## src/rtl/modn_counter.sv

```systemverilog
// Programmable-modulus up/down counter with terminal count and wrap pulse.
// Ports: i_clock, i_reset (sync, active-high), i_load/i_count_in parallel load,
//        i_mode (1=up), i_enable step, i_mod_load/i_mod_in modulus write;
//        o_count_out, o_modulus, o_tc (comb), o_wrap, o_load_err (1-cycle pulses).
module modn_counter #(
    parameter int WIDTH       = 4,
    parameter int MOD_DEFAULT = 14
) (
    input  logic             i_clock,
    input  logic             i_reset,
    input  logic             i_load,
    input  logic             i_mode,
    input  logic             i_enable,
    input  logic [WIDTH-1:0] i_count_in,
    input  logic             i_mod_load,
    input  logic [WIDTH:0]   i_mod_in,
    output logic [WIDTH-1:0] o_count_out,
    output logic [WIDTH:0]   o_modulus,
    output logic             o_tc,
    output logic             o_wrap,
    output logic             o_load_err
);

    localparam logic [WIDTH:0] MOD_MAX = {1'b1, {WIDTH{1'b0}}};
    localparam logic [WIDTH:0] MOD_RST = (WIDTH+1)'(MOD_DEFAULT);
    localparam logic [WIDTH:0] ONE     = (WIDTH+1)'(1);
    localparam logic [WIDTH:0] TWO     = (WIDTH+1)'(2);

    logic [WIDTH-1:0] r_count;
    logic [WIDTH:0]   r_mod;
    logic             r_wrap;
    logic             r_err;

    logic             w_mod_ok;
    logic [WIDTH:0]   w_mod_eff;
    logic [WIDTH:0]   w_last_eff;
    logic [WIDTH:0]   w_last;
    logic [WIDTH:0]   w_cnt_ext;
    logic [WIDTH:0]   w_in_ext;
    logic             w_in_ok;
    logic             w_shrink;
    logic [WIDTH-1:0] w_next_cnt;
    logic             w_next_wrap;
    logic             w_next_err;

    // Compare in WIDTH+1 bits so a modulus of 2**WIDTH is representable.
    assign w_cnt_ext  = {1'b0, r_count};
    assign w_in_ext   = {1'b0, i_count_in};
    assign w_mod_ok   = i_mod_load && (i_mod_in >= TWO) && (i_mod_in <= MOD_MAX);
    // Loads and range checks on this edge see the newly accepted modulus.
    assign w_mod_eff  = w_mod_ok ? i_mod_in : r_mod;
    assign w_last_eff = w_mod_eff - ONE;
    assign w_last     = r_mod - ONE;
    assign w_in_ok    = w_in_ext < w_mod_eff;
    assign w_shrink   = w_mod_ok && !i_load && (w_cnt_ext >= w_mod_eff);

    always_comb begin
        w_next_cnt  = r_count;
        w_next_wrap = 1'b0;
        if (i_load) begin
            w_next_cnt = w_in_ok ? i_count_in : w_last_eff[WIDTH-1:0];
        end else if (w_shrink) begin
            w_next_cnt = {WIDTH{1'b0}};
        end else if (i_enable) begin
            if (i_mode) begin
                if (w_cnt_ext == w_last_eff) begin
                    w_next_cnt  = {WIDTH{1'b0}};
                    w_next_wrap = 1'b1;
                end else begin
                    w_next_cnt = r_count + 1'b1;
                end
            end else begin
                if (r_count == {WIDTH{1'b0}}) begin
                    w_next_cnt  = w_last_eff[WIDTH-1:0];
                    w_next_wrap = 1'b1;
                end else begin
                    w_next_cnt = r_count - 1'b1;
                end
            end
        end
    end

    // One pulse covers a bad modulus, a clamped load, or both.
    assign w_next_err = (i_mod_load && !w_mod_ok) || (i_load && !w_in_ok);

    always_ff @(posedge i_clock) begin
        if (i_reset) begin
            r_count <= {WIDTH{1'b0}};
            r_mod   <= MOD_RST;
            r_wrap  <= 1'b0;
            r_err   <= 1'b0;
        end else begin
            r_count <= w_next_cnt;
            r_mod   <= w_mod_eff;
            r_wrap  <= w_next_wrap;
            r_err   <= w_next_err;
        end
    end

    assign o_count_out = r_count;
    assign o_modulus   = r_mod;
    assign o_wrap      = r_wrap;
    assign o_load_err  = r_err;
    assign o_tc        = i_enable &&
                         ((i_mode && (w_cnt_ext == w_last)) ||
                          (!i_mode && (r_count == {WIDTH{1'b0}})));

endmodule
```

## config.mk

```make
export PLATFORM = sky130hd
export DESIGN_NAME = modn_counter
export DESIGN_NICKNAME = d
export VERILOG_FILES = /design/src/rtl/modn_counter.sv
export SDC_FILE = /design/constraint.sdc
export NUM_CORES = 1
export LEC_CHECK = 0
export ABC_AREA = 1
export CAP_MARGIN = 20
export CORE_ASPECT_RATIO = 0.7
export CORE_MARGIN = 8
export CORE_UTILIZATION = 25
export CTS_CLUSTER_SIZE = 8
export DETAILED_ROUTE_END_ITERATION = 8
export PLACE_DENSITY = 0.51
export SYNTH_ARGS = -nofsm -noshare
export SYNTH_HDL_FRONTEND = slang
export SYNTH_SLANG_ARGS = --single-unit
```

## constraint.sdc

```tcl
create_clock -name i_clock -period 4.4 [get_ports i_clock]
set_input_delay 0.88 -clock i_clock [delete_from_list [all_inputs] [get_ports i_clock]]
set_output_delay 0.88 -clock i_clock [all_outputs]
set_load 0.02 [all_outputs]
```

==> run_results.csv, run 1 <==
group,metric,value,unit
run_status,outcome,"finished clean",
die,fp.dieH,76.19,um
worst_hold_path,holdCritPathClass,"reg -> reg",
clocking,numClockSinks,11,
layout,final_common_cell,"nand2_1",
global_routing,grt_pass1_wl,6.548,mm
global_routing,gr-usage-met2,0.1430,
die,initial_core_util,0.2527,
global_routing,grt.overflow.total,0,
job,cap_violations,0,
logic_synthesis,synth-simple-area-share,0.4391,
clocking,cts_buffers,3,
sta,worstMarginPinSlew,0.4139,ns
layout,nets,262,
logic_synthesis,yosys_warnings,0,
power_and_ir_drop,p_leak,0.8105,nW
clocking,clock-root-buffer,"clkbuf_8",
global_routing,met3_usage,0.02099,
sta,period_share,0.8475,
setup_path,cpMostUsedCell,"a21oi_1",
sta,whs,0.6702,ns
sta,slew_viol_final,0,
setup_path,path_cells,"clkdlybuf4s50_1 -> inv_1 -> a21oi_1 -> o221ai_1 -> a21oi_1 -> nand4_1 -> a21oi_1 -> clkdlybuf4s50_1",
logic_synthesis,synth-seq-cells,11,
logic_synthesis,syn_area,0.001294,sq mm
setup_path,slowest_delay,0.62,ns
logic_synthesis,syn_inst,208,
setup_path,worstPathArrival,2.85,ns
setup_path,critPathLaunchType,"primary input",
setup_path,critPathMaxFanout,5,
drt,wire_per_inst,12.54,um
layout,syn2layout_area_growth,29.69,%
setup_path,worstSetupPathType,"in -> out",
sta,finalClockSkew,0.0005154,ns
drt,vias,1365,
global_routing,grt_use_total,0.1054,
sta,relSlewSlack,0.7237,
sta,setup_viol,0,
layout,n_antenna_cell,0,
die,fp.coreArea,0.005120,sq mm
place,gp_congestion,0.8426,
drt,viasPerCell,4.417,
sta,final_hold_viol_count,0,
layout,final_cell_mix,"nand2_1, inv_1, nand3_1, clkdlybuf4s50_1, nand2_2",
power_and_ir_drop,ir_drop,0.1101,mV
drt,wirelength,3.874,mm
layout,layout-drive-gt1-share,0.1519,
drt,dr.pass1.iters,4,
clocking,clk_latency,0.23,ns
global_routing,busiest_layer,"met1",
clocking,clk_path_buf_depth,2,
setup_path,required,3.52,ns
drt,drc,0,
clocking,htree_levels,1,
clocking,cts_tree,"built",
logic_synthesis,avgSynthCellArea,6.220,sq um
clocking,clk_pin_slew_worst_paths,0.05,ns
power_and_ir_drop,p_per_area,252.5,mW/mm^2
logic_synthesis,synthMuxAreaShare,0,
logic_synthesis,synth_fa_ha_area_frac,0.08704,
logic_synthesis,ys_types,29,
die,num_rows,22,
layout,num-fill-cells,571,
logic_synthesis,synth_top_family_by_area,"simple AND/OR/NAND/NOR gates",
drt,ant_nets,0,
clocking,postCtsSetupRepairBufs,0,
sta,fin_crit,3.729,ns
clocking,post_cts_resize_count,0,
logic_synthesis,synth-seq-area-share,0.1702,
setup_path,cpMaxStageDelayCell,"clkdlybuf4s50_1",
setup_path,cp_num_buf_inv,3,
global_routing,grt_start_max_net_pins,12,
setup_path,cp_top_family,"buffers and inverters",
global_routing,met1_usage,0.1575,
logic_synthesis,synth_xor_area_frac,0.04062,
global_routing,first_global_vias,1301,
die,dieWidth,102.0,um
layout,seqCellArea,220.2,sq um
logic_synthesis,synth_nets,232,
sta,rsz0062_at_grt,"false",
sta,setup_tns,0,ns
drt,drt-initial-drc-count,107,
layout,multiInputGateArea,934.6,sq um
setup_path,end_kind,"output pin",
clocking,cts_hold_buf,0,
place,port_buffers,26,
sta,max_freq,0.2682,GHz
place,dp_hpwl,3.175,mm
die,dieArea,0.007769,sq mm
global_routing,antenna_found_initial,0,
logic_synthesis,synth_compound_area_frac,0.1557,
die,io_pins,27,
-- synthesized netlist by cell type (all sizes together) --
library cell,n,area (sq um)
dfxtp,11,220.2
a21oi,15,90.09
nor2,17,91.33
nand4,2,18.77
ha,9,112.6
nand2,65,304.0
o22ai,1,6.260
a31oi,1,6.260
xnor2,3,26.28
inv,34,127.6
or2,1,6.260
nand3,27,140.1
nand3b,1,7.510
buf,1,11.26
o221ai,1,8.760
o21a,1,7.510
xor2,3,26.28
o21ai,15,82.58
-- flip-flops by register name, indices dropped and copies added, names as in the netlist --
register	flops
o_wrap	1
o_load_err	1
o_count_out	4
o_modulus	5
-- worst min-delay path, cell delays in order, from the launching register on --
cell and delay, ns:
dfxtp_1 0.40, o21ai_0 0.11, inv_1 0.05, nand2_1 0.04
inv_1 0.04
-- final timing paths --
check | endpoint | slack [ns] | depth (start not counted) | startpoint
worst max-delay path | o_tc | 0.67 | 8 | i_mode
worst min-delay path | o_count_out[0]$_SDFFE_PP0P_ | 0.67 | 4 | o_count_out[0]$_SDFFE_PP0P_
worst max register to register | o_count_out[3]$_SDFFE_PP0P_ | 2.25 | 16 | o_count_out[0]$_SDFFE_PP0P_
worst min register to register | o_count_out[0]$_SDFFE_PP0P_ | 0.67 | 4 | o_count_out[0]$_SDFFE_PP0P_
-- per-stage QoR --
step | total power, mW | std cells | utilization | area [sq um] | setup slack [ns]
2_1_floorplan | 0.2568 | 208 | - | 1294 | 1.395
3_3_place_gp | 0.3264 | 305 | 0.3189 | 1633 | 0.6412
3_5_place_dp | 0.3246 | 305 | 0.3189 | 1633 | 0.6503
4_1_cts | 0.4268 | 309 | 0.3277 | 1678 | 0.6438
5_1_grt | 0.4601 | 309 | 0.3277 | 1678 | 0.5286
6_report | 0.4237 | 309 | 0.3277 | 1678 | 0.6708
-- logic make-up after synthesis --
group                    count (synthesis)
adder cells (fa/ha/maj)                  9
AND/OR/NAND/NOR                        113
XOR/XNOR                                 6
buffers and inverters                   35
AO/OA/AOI/OAI                           34
flip-flops                              11
-- routing by layer --
layer	share of wire	vias to the layer above
met5	0	-
met4	0.0093	0
met3	0.041	4
met2	0.39	27
met1	0.56	604
li1	-	730
-- power by group --
part           internal [mW]  switching [mW]  total, mW  leakage (nW)
Clock                 0.0634          0.0360     0.0994        0.0228
Combinational         0.0790           0.121      0.200         0.697
Sequential             0.108          0.0164      0.125        0.0909
-- cell type report --
type | instances | area share
Tap cell | 72 | 0.05369
Sequential cell | 11 | 0.1312
Timing Repair Buffer | 26 | 0.1551
Clock buffer | 4 | 0.02685
Inverter | 34 | 0.07606
Multi-Input combinational cell | 162 | 0.5570
(Power assumes the default switching activity.)
==> inputs of run 2 (changes only) <==
--- a/config.mk
+++ b/config.mk
@@ -12,7 +12,7 @@
 export CORE_UTILIZATION = 25
 export CTS_CLUSTER_SIZE = 8
 export DETAILED_ROUTE_END_ITERATION = 8
-export PLACE_DENSITY = 0.51
+export PLACE_DENSITY = 0.53
 export SYNTH_ARGS = -nofsm -noshare
 export SYNTH_HDL_FRONTEND = slang
 export SYNTH_SLANG_ARGS = --single-unit
==> constraint.sdc (replaced) <==
create_clock -name i_clock -period 3.4 [get_ports i_clock]
set_input_delay 0.68 -clock i_clock [delete_from_list [all_inputs] [get_ports i_clock]]
set_output_delay 0.68 -clock i_clock [all_outputs]
set_load 0.02 [all_outputs]
==> run 2 against run 1 <==
  * Flip-flop and latch count is the same
  * Critical path type unchanged
  * Combinational power up 39%
  * Global-route usage shrank 0.13 points
==> run_results.csv, run 2 (same netlist as run 1, synthesis figures left out) <==
group,metric,value,unit
clocking,cts_buffers,3,
drt,wirelength,3.879,mm
clocking,htree_levels,1,
setup_path,r2r.worst_path.cells,16,
global_routing,met1_usage,0.1615,
setup_path,worstPathArrival,2.49,ns
place,port_buffers,26,
global_routing,gr-usage-met2,0.1366,
sta,finalClockSkew,0.002591,ns
layout,num-fill-cells,590,
global_routing,grt_use_total,0.1041,
clocking,cts_hold_buf,0,
worst_hold_path,hold_depth,4,
setup_path,worstSetupPathType,"in -> out",
layout,instances_no_fill,320,
sta,setup_viol,0,
die,num_rows,22,
layout,largest_register_ffs,5,
power_and_ir_drop,ir_drop,0.1617,mV
global_routing,antenna_found_initial,0,
place,dp_hpwl,3.307,mm
sta,max_freq,0.3151,GHz
die,dieArea,0.007769,sq mm
job,cap_violations,0,
layout,final_common_cell,"nand2_1",
place,gp_congestion,0.8232,
global_routing,first_global_vias,1324,
worst_hold_path,holdCritPathClass,"reg -> reg",
layout,n_antenna_cell,0,
global_routing,met3_usage,0.01642,
drt,ant_nets,0,
drt,drt-initial-drc-count,96,
setup_path,r2r_end,"o_count_out[3]$_SDFFE_PP0P_",
place,placed_cell_area,0.001715,sq mm
clocking,cts_tree,"built",
die,fp.coreArea,0.005120,sq mm
place,place_inst,316,
clocking,numClockSinks,11,
setup_path,critPathLaunchType,"primary input",
clocking,clk_pin_slew_worst_paths,0.05,ns
setup_path,end_kind,"output pin",
layout,layout-drive-gt1-share,0.1895,
sta,worstMarginPinSlew,0.3766,ns
setup_path,r2r-start,"o_count_out[0]$_SDFFE_PP0P_",
die,dieWidth,102.0,um
layout,design_area,0.001760,sq mm
power_and_ir_drop,p_leak,0.8642,nW
sta,setup_tns,0,ns
die,initial_core_util,0.2527,
power_and_ir_drop,p_int,335.9,uW
sta,rsz0062_at_grt,"false",
power_and_ir_drop,pwr-share-comb,0.495,
power_and_ir_drop,swShare,0.4019,
power_and_ir_drop,power_frac_clock,0.231,
setup_path,required,2.72,ns
drt,dr.pass1.iters,4,
sta,relSlewSlack,0.7486,
global_routing,grt_start_max_net_pins,10,
clocking,clk_path_buf_depth,2,
global_routing,grt.overflow.total,0,
drt,drc,0,
sta,slew_viol_final,0,
sta,period_share,0.9335,
clocking,postCtsSetupRepairBufs,0,
layout,final_cell_mix,"nand2_1, inv_1, nand3_1, clkdlybuf4s50_1, nand2_2",
worst_hold_path,holdPathEnd,"o_modulus[4]$_SDFF_PP0_",
drt,vias,1426,
clocking,clk_latency,0.24,ns
drt,wire_per_inst,12.12,um
power_and_ir_drop,p_sw,225.7,uW
global_routing,busiest_layer,"met1",
setup_path,reg2reg_slack,1.29,ns
worst_hold_path,min_from,"o_modulus[4]$_SDFF_PP0_",
run_status,outcome,"finished clean",
die,fp.dieH,76.19,um
sta,fin_crit,3.174,ns
power_and_ir_drop,seqPwrFrac,0.273,
global_routing,grt_pass1_wl,6.527,mm
setup_path,critPathMaxFanout,5,
sta,final_hold_viol_count,0,
power_and_ir_drop,p_per_area,319.0,mW/mm^2
die,io_pins,27,
layout,nets,273,
layout,syn2layout_area_growth,36.07,%
clocking,post_cts_resize_count,0,
clocking,clock-root-buffer,"clkbuf_8",
drt,viasPerCell,4.456,
-- run 2: changes by cell type in the layout (fill, tap and decap cells not counted) --
cell,delta
buf_4,+11
-- run 2: worst max-delay path by stage --
stage / depth (start not counted) / endpoint / slack (ns) / from
3_5_place_dp: 19 / o_count_out[3]$_SDFFE_PP0P_ / 0.19 / i_mod_in[1]
2_1_floorplan: 22 / o_count_out[3]$_SDFFE_PP0P_ / 0.60 / i_mod_in[1]
5_1_grt: 8 / o_tc / 0.09 / i_mode
6_report: 8 / o_tc / 0.23 / i_mode
3_3_place_gp: 19 / o_count_out[3]$_SDFFE_PP0P_ / 0.21 / i_mod_in[1]
4_1_cts: 8 / o_tc / 0.19 / i_mode
-- run 2: final cells by class --
type                    count  area, sq um  share of cell area
well taps                  72        90.09             0.05117
clock buffers               4        45.04             0.02559
multi-input cells         162        934.6              0.5309
inverters                  34        127.6             0.07249
flip-flops and latches     11        220.2              0.1251
repair buffers             37        342.8              0.1947
-- run 2: metrics by stage --
stage | power (mW) | utilization | worst slack, ns | hold slack, ns
after floorplan | 0.3323 | - | 0.5955 | 0.6669
after global placement | 0.4342 | 0.3350 | 0.2115 | 0.6736
after detailed placement | 0.4333 | 0.3350 | 0.1862 | 0.6677
after CTS | 0.5663 | 0.3438 | 0.1885 | 0.6749
after global routing | 0.6059 | 0.3438 | 0.09014 | 0.7340
final | 0.5615 | 0.3438 | 0.2263 | 0.6714
-- run 2: power groups by stage --
stage | Sequential (mW) | Clock, mW | Combinational [mW]
finish | 0.153 | 0.130 | 0.278
detailed placement | 0.156 | 0 | 0.277
floorplan | 0.169 | 0 | 0.164
global route | 0.155 | 0.139 | 0.312
CTS | 0.154 | 0.134 | 0.278
global placement | 0.157 | 0 | 0.278
-- run 2: routing by layer --
layer	part of all wire	wire (um)	up-vias
li1	-	-	755
met2	0.39	1512	34
met3	0.058	225	5
met4	0.012	46	0
met5	0	0	-
met1	0.54	2094	632
-- run 2: critical path: stages --
cell,delay [ns]
clkdlybuf4s50_1,0.48
inv_1,0.09
a21oi_1,0.12
o221ai_1,0.12
a21oi_1,0.13
nand4_1,0.11
a21oi_1,0.15
clkdlybuf4s50_1,0.62
==> RTL change: new RTL, settings of run 2 <==
Add an input register stage for `i_load`, `i_mode`, `i_enable`, `i_count_in`, `i_mod_load` and `i_mod_in`, without a reset; this delays them by one clock.
--- a/src/rtl/modn_counter.sv
+++ b/src/rtl/modn_counter.sv
@@ -26,6 +26,22 @@
     localparam logic [WIDTH:0] ONE     = (WIDTH+1)'(1);
     localparam logic [WIDTH:0] TWO     = (WIDTH+1)'(2);
 
+    logic i_load_q;
+    logic i_mode_q;
+    logic i_enable_q;
+    logic [WIDTH-1:0] i_count_q;
+    logic i_mod_load_q;
+    logic [WIDTH:0] i_mod_q;
+
+    always_ff @(posedge i_clock) begin
+        i_load_q     <= i_load;
+        i_mode_q     <= i_mode;
+        i_enable_q   <= i_enable;
+        i_count_q    <= i_count_in;
+        i_mod_load_q <= i_mod_load;
+        i_mod_q      <= i_mod_in;
+    end
+
     logic [WIDTH-1:0] r_count;
     logic [WIDTH:0]   r_mod;
     logic             r_wrap;
@@ -45,24 +61,24 @@
 
     // Compare in WIDTH+1 bits so a modulus of 2**WIDTH is representable.
     assign w_cnt_ext  = {1'b0, r_count};
-    assign w_in_ext   = {1'b0, i_count_in};
-    assign w_mod_ok   = i_mod_load && (i_mod_in >= TWO) && (i_mod_in <= MOD_MAX);
+    assign w_in_ext   = {1'b0, i_count_q};
+    assign w_mod_ok   = i_mod_load_q && (i_mod_q >= TWO) && (i_mod_q <= MOD_MAX);
     // Loads and range checks on this edge see the newly accepted modulus.
-    assign w_mod_eff  = w_mod_ok ? i_mod_in : r_mod;
+    assign w_mod_eff  = w_mod_ok ? i_mod_q : r_mod;
     assign w_last_eff = w_mod_eff - ONE;
     assign w_last     = r_mod - ONE;
     assign w_in_ok    = w_in_ext < w_mod_eff;
-    assign w_shrink   = w_mod_ok && !i_load && (w_cnt_ext >= w_mod_eff);
+    assign w_shrink   = w_mod_ok && !i_load_q && (w_cnt_ext >= w_mod_eff);
 
     always_comb begin
         w_next_cnt  = r_count;
         w_next_wrap = 1'b0;
-        if (i_load) begin
-            w_next_cnt = w_in_ok ? i_count_in : w_last_eff[WIDTH-1:0];
+        if (i_load_q) begin
+            w_next_cnt = w_in_ok ? i_count_q : w_last_eff[WIDTH-1:0];
         end else if (w_shrink) begin
             w_next_cnt = {WIDTH{1'b0}};
-        end else if (i_enable) begin
-            if (i_mode) begin
+        end else if (i_enable_q) begin
+            if (i_mode_q) begin
                 if (w_cnt_ext == w_last_eff) begin
                     w_next_cnt  = {WIDTH{1'b0}};
                     w_next_wrap = 1'b1;
@@ -81,7 +97,7 @@
     end
 
     // One pulse covers a bad modulus, a clamped load, or both.
-    assign w_next_err = (i_mod_load && !w_mod_ok) || (i_load && !w_in_ok);
+    assign w_next_err = (i_mod_load_q && !w_mod_ok) || (i_load_q && !w_in_ok);
 
     always_ff @(posedge i_clock) begin
         if (i_reset) begin
@@ -101,8 +117,8 @@
     assign o_modulus   = r_mod;
     assign o_wrap      = r_wrap;
     assign o_load_err  = r_err;
-    assign o_tc        = i_enable &&
-                         ((i_mode && (w_cnt_ext == w_last)) ||
-                          (!i_mode && (r_count == {WIDTH{1'b0}})));
+    assign o_tc        = i_enable_q &&
+                         ((i_mode_q && (w_cnt_ext == w_last)) ||
+                          (!i_mode_q && (r_count == {WIDTH{1'b0}})));
 
 endmodule
Check against the original RTL: not equivalent (a bounded check fails within 4 cycles, from zero or initial values and one cycle with i_reset high).
==> RTL change against run 2 <==
Register-to-register slack got worse by 0.75 ns; final area up 12%; setup slack better by 0.022 ns; largest cell class unchanged; routed wire length rose by 6.3%; sequential share of layout area up 12 points; count of clock-buffer cells in the layout unchanged; area after synthesis grew 22%; power rose by 38%; sequential cell count grew 13.
==> RTL change: results (changes against run 2) <==
drt-initial-drc-count: 71  # -26%
clk_latency_ns: 0.27  # +0.03 ns
hpwl_um: 3420  # +3.4%
holdPathEnd: "o_load_err"
synthTopCellsByArea: "dfxtp_1, nand2_1, nand3_1"
r2r_start: "i_mod_q[4]"
r2r_cells: 20  # +4
clk_pin_slew_worst_paths_ns: 0.09  # +0.04 ns
seq_area_frac_synth_pct: 30.5  # +14 points
syn_nets: 249  # +7.3%
finClkSkew_ns: 0.00486  # +0.00227 ns
grt_pass1_wl_um: 7000  # +7.2%
slew_headroom_pct: 72.3  # -2.5 points
layout.nets: 278  # +1.8%
min_path_cells: 2  # -2
peakVddDrop_v: 0.000185  # +14%
vias: 1445  # +1.3%
htreeDepth: 1  # unchanged
grt_max_degree: 14  # +4
grt_pass1_vias: 1457  # +10%
drt_wl_total_um: 4120  # +6.3%
grt_util_all_layers_pct: 9.29  # -1.1 points
nFillCells: 674  # +14%
path_max_fanout: 4  # -1
critPathArrivalTime_ns: 2.47  # -0.02 ns
gp_congestion: 0.868  # +5.5%
synth_common_cells: "nand2_1, inv_1, nand3_1, dfxtp_1, nand2_2"
r2r-end: "o_count_out[1]"
outcome: "finished clean"
drt-pass1-iter-count: 7  # +3
whs_ns: 0.479  # -0.192 ns
post_route_cells_drive_above_1_share_pct: 14.2  # -4.7 points
regToRegSetupSlack_ns: 0.54  # -0.75 ns
p_leak_nw: 0.927  # +7.3%
## RTL change: cell families after synthesis
family                     count (synthesis)  share of synthesized area [%]
AOI/OAI and AO/OA                         33                           12.7
adders and majority gates                  9                           7.16
buffers and inverters                     39                           9.78
xor gates and xnor gates                   5                           2.78
DFF                                       24                           30.5
and+or+nand+nor                          115                           37.1
## RTL change: layer usage
| layer | global-route usage, % | part of all wire (%) |
|---|---|---|
| met5 | 0 | 0 |
| met1 | 12.7 | 55 |
| met2 | 15.0 | 40 |
| met4 | 2.01 | 0.90 |
| met3 | 1.73 | 4.0 |
## RTL change: metrics by stage
stage	util (%)	setup WS [ns]	cell area, um2	cells
6_report	32.1	0.248	1980	331
5_1_grt	32.1	0.00564	1980	331
4_1_cts	32.1	0.227	1980	331
3_5_place_dp	31.2	0.528	1920	327
3_3_place_gp	31.2	0.563	1920	327
2_1_floorplan	-	0.921	1570	225
## RTL change: worst max-delay path by stage
stage	to	cells after the start	start
floorplan	o_tc	5	o_modulus[0]
global placement	o_tc	6	o_modulus[0]
detailed placement	o_tc	6	o_modulus[0]
CTS	o_tc	6	o_modulus[0]
global route	o_tc	6	o_modulus[0]
finish	o_tc	6	o_modulus[0]
## RTL change: cell type report
class / instances / area [um2] / share of cell area [%]
multi-input combinational: 162 / 938 / 47.4
sequential: 24 / 480 / 24.3
timing repair buffer: 28 / 275 / 13.9
inverter: 35 / 131 / 6.64
tap: 78 / 97.6 / 4.93
clock buffer: 4 / 55.1 / 2.78
## RTL change: worst max-delay path, cell delays in order, from the launching register on
cell and delay, ns:
dfxtp_1 0.43, inv_1 0.12, ha_1 0.32, a2111oi_0 0.38
nand4_1 0.17, a21oi_1 0.16, clkdlybuf4s50_1 0.62
## RTL change: power by group
part	leakage (nW)	internal (mW)	switching, mW
clock network	0.0288	0.103	0.0912
logic	0.698	0.103	0.154
registers	0.201	0.300	0.0251
total	0.927	0.507	0.271
